## src/rtl/xor_arbiter_pkg.sv

```systemverilog
// Shared types and constants for the round-robin XOR arbiter.
package xor_arbiter_pkg;

    typedef enum logic [0:0] {
        IDLE = 1'b0,
        HOLD = 1'b1
    } state_t;

    localparam int COUNT_W   = 16;
    localparam int DEFAULT_N = 4;
    localparam int DEFAULT_W = 8;

    localparam logic [COUNT_W-1:0] COUNT_MAX = '1;

endpackage

```

## src/rtl/xor_arbiter_rr_pick.sv

```systemverilog
// Round-robin picker: first valid requester at or above rr_ptr, wrapping to 0.
module rr_pick
    import xor_arbiter_pkg::*;
#(
    parameter int N = DEFAULT_N
) (
    input  logic [N-1:0]         valid,
    input  logic [$clog2(N)-1:0] rr_ptr,
    input  logic                 enable,
    output logic [N-1:0]         grant,
    output logic [$clog2(N)-1:0] grant_idx,
    output logic                 any
);

    localparam int IDX_W = $clog2(N);

    logic [IDX_W-1:0] idx;

    always_comb begin
        // NOTE: every output gets a default before the loop so no path infers a latch.
        grant     = '0;
        grant_idx = '0;
        any       = 1'b0;
        idx       = '0;
        for (int i = 0; i < N; i++) begin
            // N is a power of two, so the IDX_W-bit sum wraps N-1 -> 0 on its own.
            idx = rr_ptr + IDX_W'(i);
            if (enable && !any && valid[idx]) begin
                grant[idx] = 1'b1;
                grant_idx  = idx;
                any        = 1'b1;
            end
        end
    end

endmodule

```

## src/rtl/xor_arbiter.sv

```systemverilog
// N requesters share one registered XOR unit; round-robin grant, one result per cycle.
module xor_arbiter
    import xor_arbiter_pkg::*;
#(
    parameter int N = DEFAULT_N,
    parameter int W = DEFAULT_W
) (
    input  logic                 clock,
    input  logic                 reset,
    input  logic [N-1:0]         io_req_valid,
    input  logic [N*W-1:0]       io_req_a,
    input  logic [N*W-1:0]       io_req_b,
    output logic [N-1:0]         io_req_ready,
    output logic                 io_resp_valid,
    input  logic                 io_resp_ready,
    output logic [W-1:0]         io_resp_data,
    output logic [$clog2(N)-1:0] io_resp_id,
    output logic [COUNT_W-1:0]   io_done_count
);

    localparam int IDX_W = $clog2(N);

    state_t           state;
    logic [IDX_W-1:0] rr_ptr;
    logic             window_open;
    logic             accept;
    logic             handshake;
    logic [N-1:0]     grant;
    logic [IDX_W-1:0] grant_idx;
    logic [W-1:0]     sel_a;
    logic [W-1:0]     sel_b;

    // Reset is folded in so no requester sees ready while the block is held in reset.
    assign window_open = !reset && ((state == IDLE) || io_resp_ready);

    rr_pick #(.N(N)) u_rr_pick (
        .valid     (io_req_valid),
        .rr_ptr    (rr_ptr),
        .enable    (window_open),
        .grant     (grant),
        .grant_idx (grant_idx),
        .any       (accept)
    );

    assign io_req_ready  = grant;
    assign io_resp_valid = (state == HOLD);
    assign handshake     = io_resp_valid && io_resp_ready;

    assign sel_a = io_req_a[grant_idx*W +: W];
    assign sel_b = io_req_b[grant_idx*W +: W];

    always_ff @(posedge clock or posedge reset) begin
        if (reset) begin
            state         <= IDLE;
            rr_ptr        <= '0;
            io_resp_data  <= '0;
            io_resp_id    <= '0;
            io_done_count <= '0;
        end else begin
            // NOTE: non-blocking assignments so every register samples pre-edge values.
            if (accept) begin
                state        <= HOLD;
                io_resp_data <= sel_a ^ sel_b;
                io_resp_id   <= grant_idx;
                rr_ptr       <= grant_idx + IDX_W'(1);
            end else if (handshake) begin
                state <= IDLE;
            end

            if (handshake && (io_done_count != COUNT_MAX)) begin
                io_done_count <= io_done_count + COUNT_W'(1);
            end
        end
    end

endmodule

```

## config.mk

```make
export PLATFORM = sky130hd
export DESIGN_NAME = xor_arbiter
export DESIGN_NICKNAME = d
export VERILOG_FILES = /design/src/rtl/xor_arbiter_pkg.sv /design/src/rtl/xor_arbiter_rr_pick.sv /design/src/rtl/xor_arbiter.sv
export SDC_FILE = /design/constraint.sdc
export NUM_CORES = 1
export LEC_CHECK = 0
export ABC_AREA = 0
export CAP_MARGIN = 5
export CORE_UTILIZATION = 38
export CTS_CLUSTER_SIZE = 40
export DETAILED_ROUTE_END_ITERATION = 7
export PLACE_DENSITY = 0.86
export SLEW_MARGIN = 20
export SYNTH_ARGS = -nofsm -noshare
export SYNTH_HDL_FRONTEND = slang
export SYNTH_SLANG_ARGS = --single-unit
export TNS_END_PERCENT = 30
```

## constraint.sdc

```tcl
create_clock -name clock -period 3.3 [get_ports clock]
set_input_delay 0.66 -clock clock [delete_from_list [all_inputs] [get_ports clock]]
set_output_delay 0.66 -clock clock [all_outputs]
set_load 0.005 [all_outputs]
```

=== After elaboration in Yosys (flattened, before gate mapping) ===
Index checks and enable logic that the tools add are counted.

* Output and inout bits: 31
* Word-level logic and storage cells: 76
* Latch bits: 0
* Bits in registers: 29
* Input bits: 71
* Bits in writable memories: 0
* Memories kept: 0
* Memory bits (read-only): 0

* $lt $le $gt $ge: 8
* Reductions and logical operators: 20
* $mul: 0
* Shift-type cells: 2
* Div/mod/pow operators: 0
* Eq/ne operators: 1
* Add/sub/neg operators: 5
* Muxes and demuxes: 30
* Bitwise operators: 5

{| class="wikitable"
|+ Operators by type and width
! kind !! number
|-
| $shiftx 32x6->8 || 2
|-
| $add 16x1->16 const B || 1
|-
| $mux 4 || 4
|-
| $ne 16x16->1 const B || 1
|-
| $logic_and 1x1->1 || 14
|-
| $mux 1 || 14
|-
| $lt 2x3->1 const B || 4
|-
| $or 4x4->4 || 3
|-
| $bmux 1 s2 || 4
|-
| $demux 1 s2 || 4
|-
| $ge 2x1->1 const B || 4
|-
| $mux 2 || 4
|-
| $xor 8x8->8 || 1
|-
| $add 2x1->2 const B || 2
|-
| $add 2x2->2 const B || 2
|-
| $logic_not 1->1 || 4
|-
| $reduce_bool 2->1 || 1
|-
| $logic_or 1x1->1 || 1
|-
| $not 1->1 || 1
|}

=== Longest topological paths before layout ===
* Depth in word-level cells: 19
* Mapped depth: 11

=== Cells and area by module ===
From an unflattened synthesis, not the netlist that was laid out.

* Cells, all modules: 219
* Area total of the unflattened synthesis: 2323.5 um^2

{| class="wikitable"
|+ Modules (own cells, without submodules)
! module !! instances !! area an instance (um^2) !! cells each
|-
| xor_arbiter || 1 || 1759.2 || 153
|-
| rr_pick || 1 || 564.3 || 66
|}

=== Least setup slack after synthesis ===
No wires, ideal clock.

* Kind: register to register
* From: register rr_ptr[0]
* To: register io_resp_data[7]
* Data arrival time: 2.945 ns
* Required time: 3.162 ns
* Cell stages (with the launch flop): 12
* Setup time: 0.138 ns
* Slack: 0.217 ns
* Cell sequence: dfrtp_1 clkbuf_1 inv_1 ha_1 mux4_2 nor2b_4 or3_1 buf_6 o22a_1 buf_6 o2111ai_2 o211ai_1

* Cells in the longest elaborated chain, start to end: 18
* Elaborated cells between the ends (all ways): 32
* Those cells by class: 3 x add/sub; 2 x shift; 16 x mux; 1 x bitwise; 10 x reduce/logical

{| class="wikitable"
|+ Ends and longest elaborated chain
! item !! line !! RTL
|-
| start, declared || xor_arbiter.sv:24 || <nowiki>logic [IDX_W-1:0] rr_ptr;</nowiki>
|-
| start signal, assigned || xor_arbiter.sv:65 || <nowiki>rr_ptr <= grant_idx + IDX_W'(1);</nowiki>
|-
| $bmux 1 s2 || xor_arbiter_rr_pick.sv:28 || <nowiki>if (enable && !any && valid[idx]) begin</nowiki>
|-
| $mux 1 (implied by the code) || xor_arbiter_rr_pick.sv:28 ||
|-
| $logic_and 1x1->1 || xor_arbiter_rr_pick.sv:28 ||
|-
| $mux 1 || xor_arbiter_rr_pick.sv:28 ||
|-
| $logic_not 1->1 || xor_arbiter_rr_pick.sv:28 ||
|-
| $logic_and 1x1->1 (2 in series) || xor_arbiter_rr_pick.sv:28 ||
|-
| $mux 1 || xor_arbiter_rr_pick.sv:28 ||
|-
| $logic_not 1->1 || xor_arbiter_rr_pick.sv:28 ||
|-
| $logic_and 1x1->1 (2 in series) || xor_arbiter_rr_pick.sv:28 ||
|-
| $mux 1 || xor_arbiter_rr_pick.sv:28 ||
|-
| $logic_not 1->1 || xor_arbiter_rr_pick.sv:28 ||
|-
| $logic_and 1x1->1 (2 in series) || xor_arbiter_rr_pick.sv:28 ||
|-
| $mux 2 || xor_arbiter_rr_pick.sv:28 ||
|-
| $shiftx 32x6->8, on equally long branches || xor_arbiter.sv:49, xor_arbiter.sv:50 ||
|-
| $xor 8x8->8 || xor_arbiter.sv:63 || <nowiki>io_resp_data <= sel_a ^ sel_b;</nowiki>
|-
| end signal, assigned || xor_arbiter.sv:63 ||
|-
| end, declared || xor_arbiter.sv:16 || <nowiki>output logic [W-1:0] io_resp_data,</nowiki>
|}

Parallel ways exist; a longest one is shown, timed or not. The select of a mux whose other input is x is not followed.
A chain may end at the register's enable or synchronous reset.

=== Final worst setup path ===
* From: input io_req_valid[3]
* To: output io_req_ready[3]

* Cells in the longest elaborated chain, start to end: 16
* Elaborated cells between the ends (all ways): 28
* Those cells by class: 15 x mux; 3 x bitwise; 10 x reduce/logical

{| class="wikitable"
|+ Ends and longest elaborated chain
! item !! line !! RTL
|-
| start, declared || xor_arbiter.sv:10 || <nowiki>input logic [N-1:0] io_req_valid,</nowiki>
|-
| $bmux 1 s2 || xor_arbiter_rr_pick.sv:28 ||
|-
| $mux 1 (implied by the code) || xor_arbiter_rr_pick.sv:28 ||
|-
| $logic_and 1x1->1 || xor_arbiter_rr_pick.sv:28 ||
|-
| $mux 1 || xor_arbiter_rr_pick.sv:28 ||
|-
| $logic_not 1->1 || xor_arbiter_rr_pick.sv:28 ||
|-
| $logic_and 1x1->1 (2 in series) || xor_arbiter_rr_pick.sv:28 ||
|-
| $mux 1 || xor_arbiter_rr_pick.sv:28 ||
|-
| $logic_not 1->1 || xor_arbiter_rr_pick.sv:28 ||
|-
| $logic_and 1x1->1 (2 in series) || xor_arbiter_rr_pick.sv:28 ||
|-
| $mux 1 || xor_arbiter_rr_pick.sv:28 ||
|-
| $logic_not 1->1 || xor_arbiter_rr_pick.sv:28 ||
|-
| $logic_and 1x1->1 (2 in series) || xor_arbiter_rr_pick.sv:28 ||
|-
| $mux 4 * || xor_arbiter_rr_pick.sv:28 ||
|-
| end, declared || xor_arbiter.sv:13 || <nowiki>output logic [N-1:0] io_req_ready,</nowiki>
|}

Mark *: on every way between the ends. The rest lies on a longest branch, timed or not. The select of a mux whose other input is x is not followed.

==> flow_summary.ini <==
[synth]
yosysMostFrequentCell = xor2_1
synth.net_count = 306
ys_ff_latch = 29
seq_area_frac_synth = 0.335
syn_area_per_cell_sq_um = 9.43
ys_types = 48
synthFlopType = dfrtp_1
synth-edff-count = 0
yosysTopAreaCell = dfrtp_1
netlist_area_sq_mm = 0.00217
synth_cells = 230
yosysWarnings = 0
yosys-top-cells-count = xor2_1, dfrtp_1, nand2_1
synthTopCellsByArea = dfrtp_1, xor2_1, xnor2_1
synth_top_area_frac = 0.335
ys_async_sr_fraction = 1.00

[setup_path]
critPathKind = primary input to output port
cp_max_fo = 9
critPathLaunchType = primary input
worstPathRequired_ns = 2.64
worst_path_max_delay_cell = mux4_2
slowest_delay_ns = 0.62
worstPathArrival_ns = 2.60
path_cells = dlygate4sd2_1 > mux4_2 > nor2b_4 > a221oi_2 > o21ai_0 > clkdlybuf4s50_1
end_kind = output port

[finish]
instances_no_fill = 420
final_core_util = 0.634
antenna_cells = 0
final_nets = 423
drive_gt1_frac = 0.124
syn_to_final_growth_pct = 60.9

[grt]
grt_use_total = 0.213
antenna_found_initial = 0
grt_overflow = 0
grt_max_degree = 28
grt_pass1_vias = 2179
grt_pass1_wl_um = 10100

[power]
p_sw_frac = 0.403
p_leak_nw = 1.48
pwr-share-seq = 0.235
p_clk_frac = 0.119
ir_drop_mv = 0.350
p_switching_mw = 0.963
power_mw = 2.39
p_int_mw = 1.43
power_density_mw_per_mm2 = 685
combPwrFrac = 0.646

[drt]
wl_per_cell_um = 14.9
wirelength_um = 6260
drc = 0
route.vias.total = 2285
drtIter0Drc = 113
antenna_left = 0
first_pass_iters = 5
via_per_inst = 5.44

[floorplanning]
rows = 27
ioPinCount = 102
die_area_sq_mm = 0.00601
chipWidth_um = 77.5
core-area_sq_mm = 0.00551
die_h_um = 77.5
start_util = 0.394

[clock_tree]
clock_insertion_delay_worst_skew_ns = 0.29
cts-buffers-inserted = 5
ctsHtreeMaxLevel = 2
clock-sinks = 29
cts_tree = done
cts.clk_slew.worst_paths_ns = 0.06
hold_buffers = 0
cts_buffer_depth = 2
cts_root_buffer = clkbuf_8

[placed_design]
dp_hpwl_um = 4770
placed_cells = 411
port-buffer-count = 101
place.gp.congestion = 0.903

[timing]
post-route-period-util = 0.987
rsz0062_at_grt = yes
finalCriticalPeriod_ns = 3.26
maxSlewViolCount = 0
finalSetupViolCount = 0
finClkSkew_ns = 0.00399
tightest_slew_ns = 0.419
slew_headroom = 0.720
hold_viol = 0
fmax_ghz = 0.307

[status]
status = finished clean

[hold_path]
hold_path_class = flip-flop to flip-flop

[job]
cap_violations = 0
state kept, by name, indices dropped and copies added, names as in the netlist:
signal,count
io_resp_id,2
io_done_count,16
io_resp_data,8
rr_ptr,2
io_resp_valid,1
timing repair:
item	CTS	global route
resized for setup	8	9
pin swaps	0	1
endpoints found under the setup margin	4	4
buffers inserted	0	1
through the flow:
step / TNS (ns) / setup slack, ns / area (sq um) / hold slack, ns
2_1_floorplan: 0 / 0.217 / 2170 / 0.471
3_3_place_gp: -0.371 / -0.0969 / 3340 / 0.461
3_5_place_dp: -0.738 / -0.198 / 3340 / 0.469
4_1_cts: 0 / 0.00885 / 3450 / 0.483
5_1_grt: -0.131 / -0.0637 / 3490 / 0.519
6_report: 0 / 0.0433 / 3490 / 0.482
routing by layer:
metal	track usage	vias to the layer above	share of wire	wire length, um
met4	0.0604	0	0.023	141
met3	0.0376	18	0.061	379
li1	-	1076	-	-
met2	0.384	118	0.52	3280
met5	0	-	0	0
met1	0.257	1073	0.39	2460
area by class of cell:
| cell class | instances | area (sq um) |
|---|---|---|
| Clock buffer | 6 | 72.6 |
| Clock inverter | 2 | 10.0 |
| Fill cell | 470 | 2020 |
| Inverter | 8 | 30.0 |
| Multi-Input combinational cell | 182 | 1400 |
| Sequential cell | 29 | 726 |
| Tap cell | 72 | 90.1 |
| Timing Repair Buffer | 121 | 1160 |
power groups by stage:
stage	clock [mW]	combinational [mW]	sequential, mW
finish	0.285	1.54	0.562
global route	0.308	1.66	0.576
CTS	0.288	1.46	0.559
detailed placement	0	1.42	0.565
global placement	0	1.37	0.557
floorplan	0	0.782	0.573
layout by cell type, fill, tap and decap left out, drive strengths merged, types with 10 or more instances in the layout:
master | netlist | routed
xor2 | 31 | 31
xnor2 | 16 | 16
o211ai | 10 | 10
dfrtp | 29 | 29
clkdlybuf4s50 | 0 | 96
o22ai | 14 | 14
buf | 6 | 20
nand2 | 20 | 20
worst paths after layout:
check                                startpoint          endpoint  slack [ns]  cells past startpoint
worst max-delay path            io_req_valid[3]   io_req_ready[3]        0.04                      6
worst min-delay path              io_resp_id[1]     io_resp_id[1]        0.48                      2
worst max register to register        rr_ptr[1]   io_resp_data[0]        0.49                     10
worst min register to register    io_resp_id[1]     io_resp_id[1]        0.48                      2
max in group asynchronous                 reset  io_done_count[9]        2.20                      3
min in group asynchronous                 reset         rr_ptr[1]        0.55                      2
logic make-up (layout without fill, tap and decap cells):
logic type | Yosys count | after routing | synth area share
flip-flops | 29 | 29 | 0.335
AO/OA/AOI/OAI | 62 | 62 | 0.200
adder cells (fa/ha/maj) | 5 | 5 | 0.0289
XOR/XNOR | 47 | 47 | 0.190
AND/OR/NAND/NOR | 57 | 57 | 0.139
multiplexers | 11 | 11 | 0.0629
buffers and inverters | 19 | 137 | 0.0450
worst max-delay path: cells and delay by family:
family / cells / cell delay (ns)
buffers and inverters: 2 / 0.86
AND/OR/NAND/NOR: 1 / 0.22
AO/OA/AOI/OAI: 2 / 0.24
multiplexers: 1 / 0.62
No activity file was read; power rests on OpenSTA's default activity.
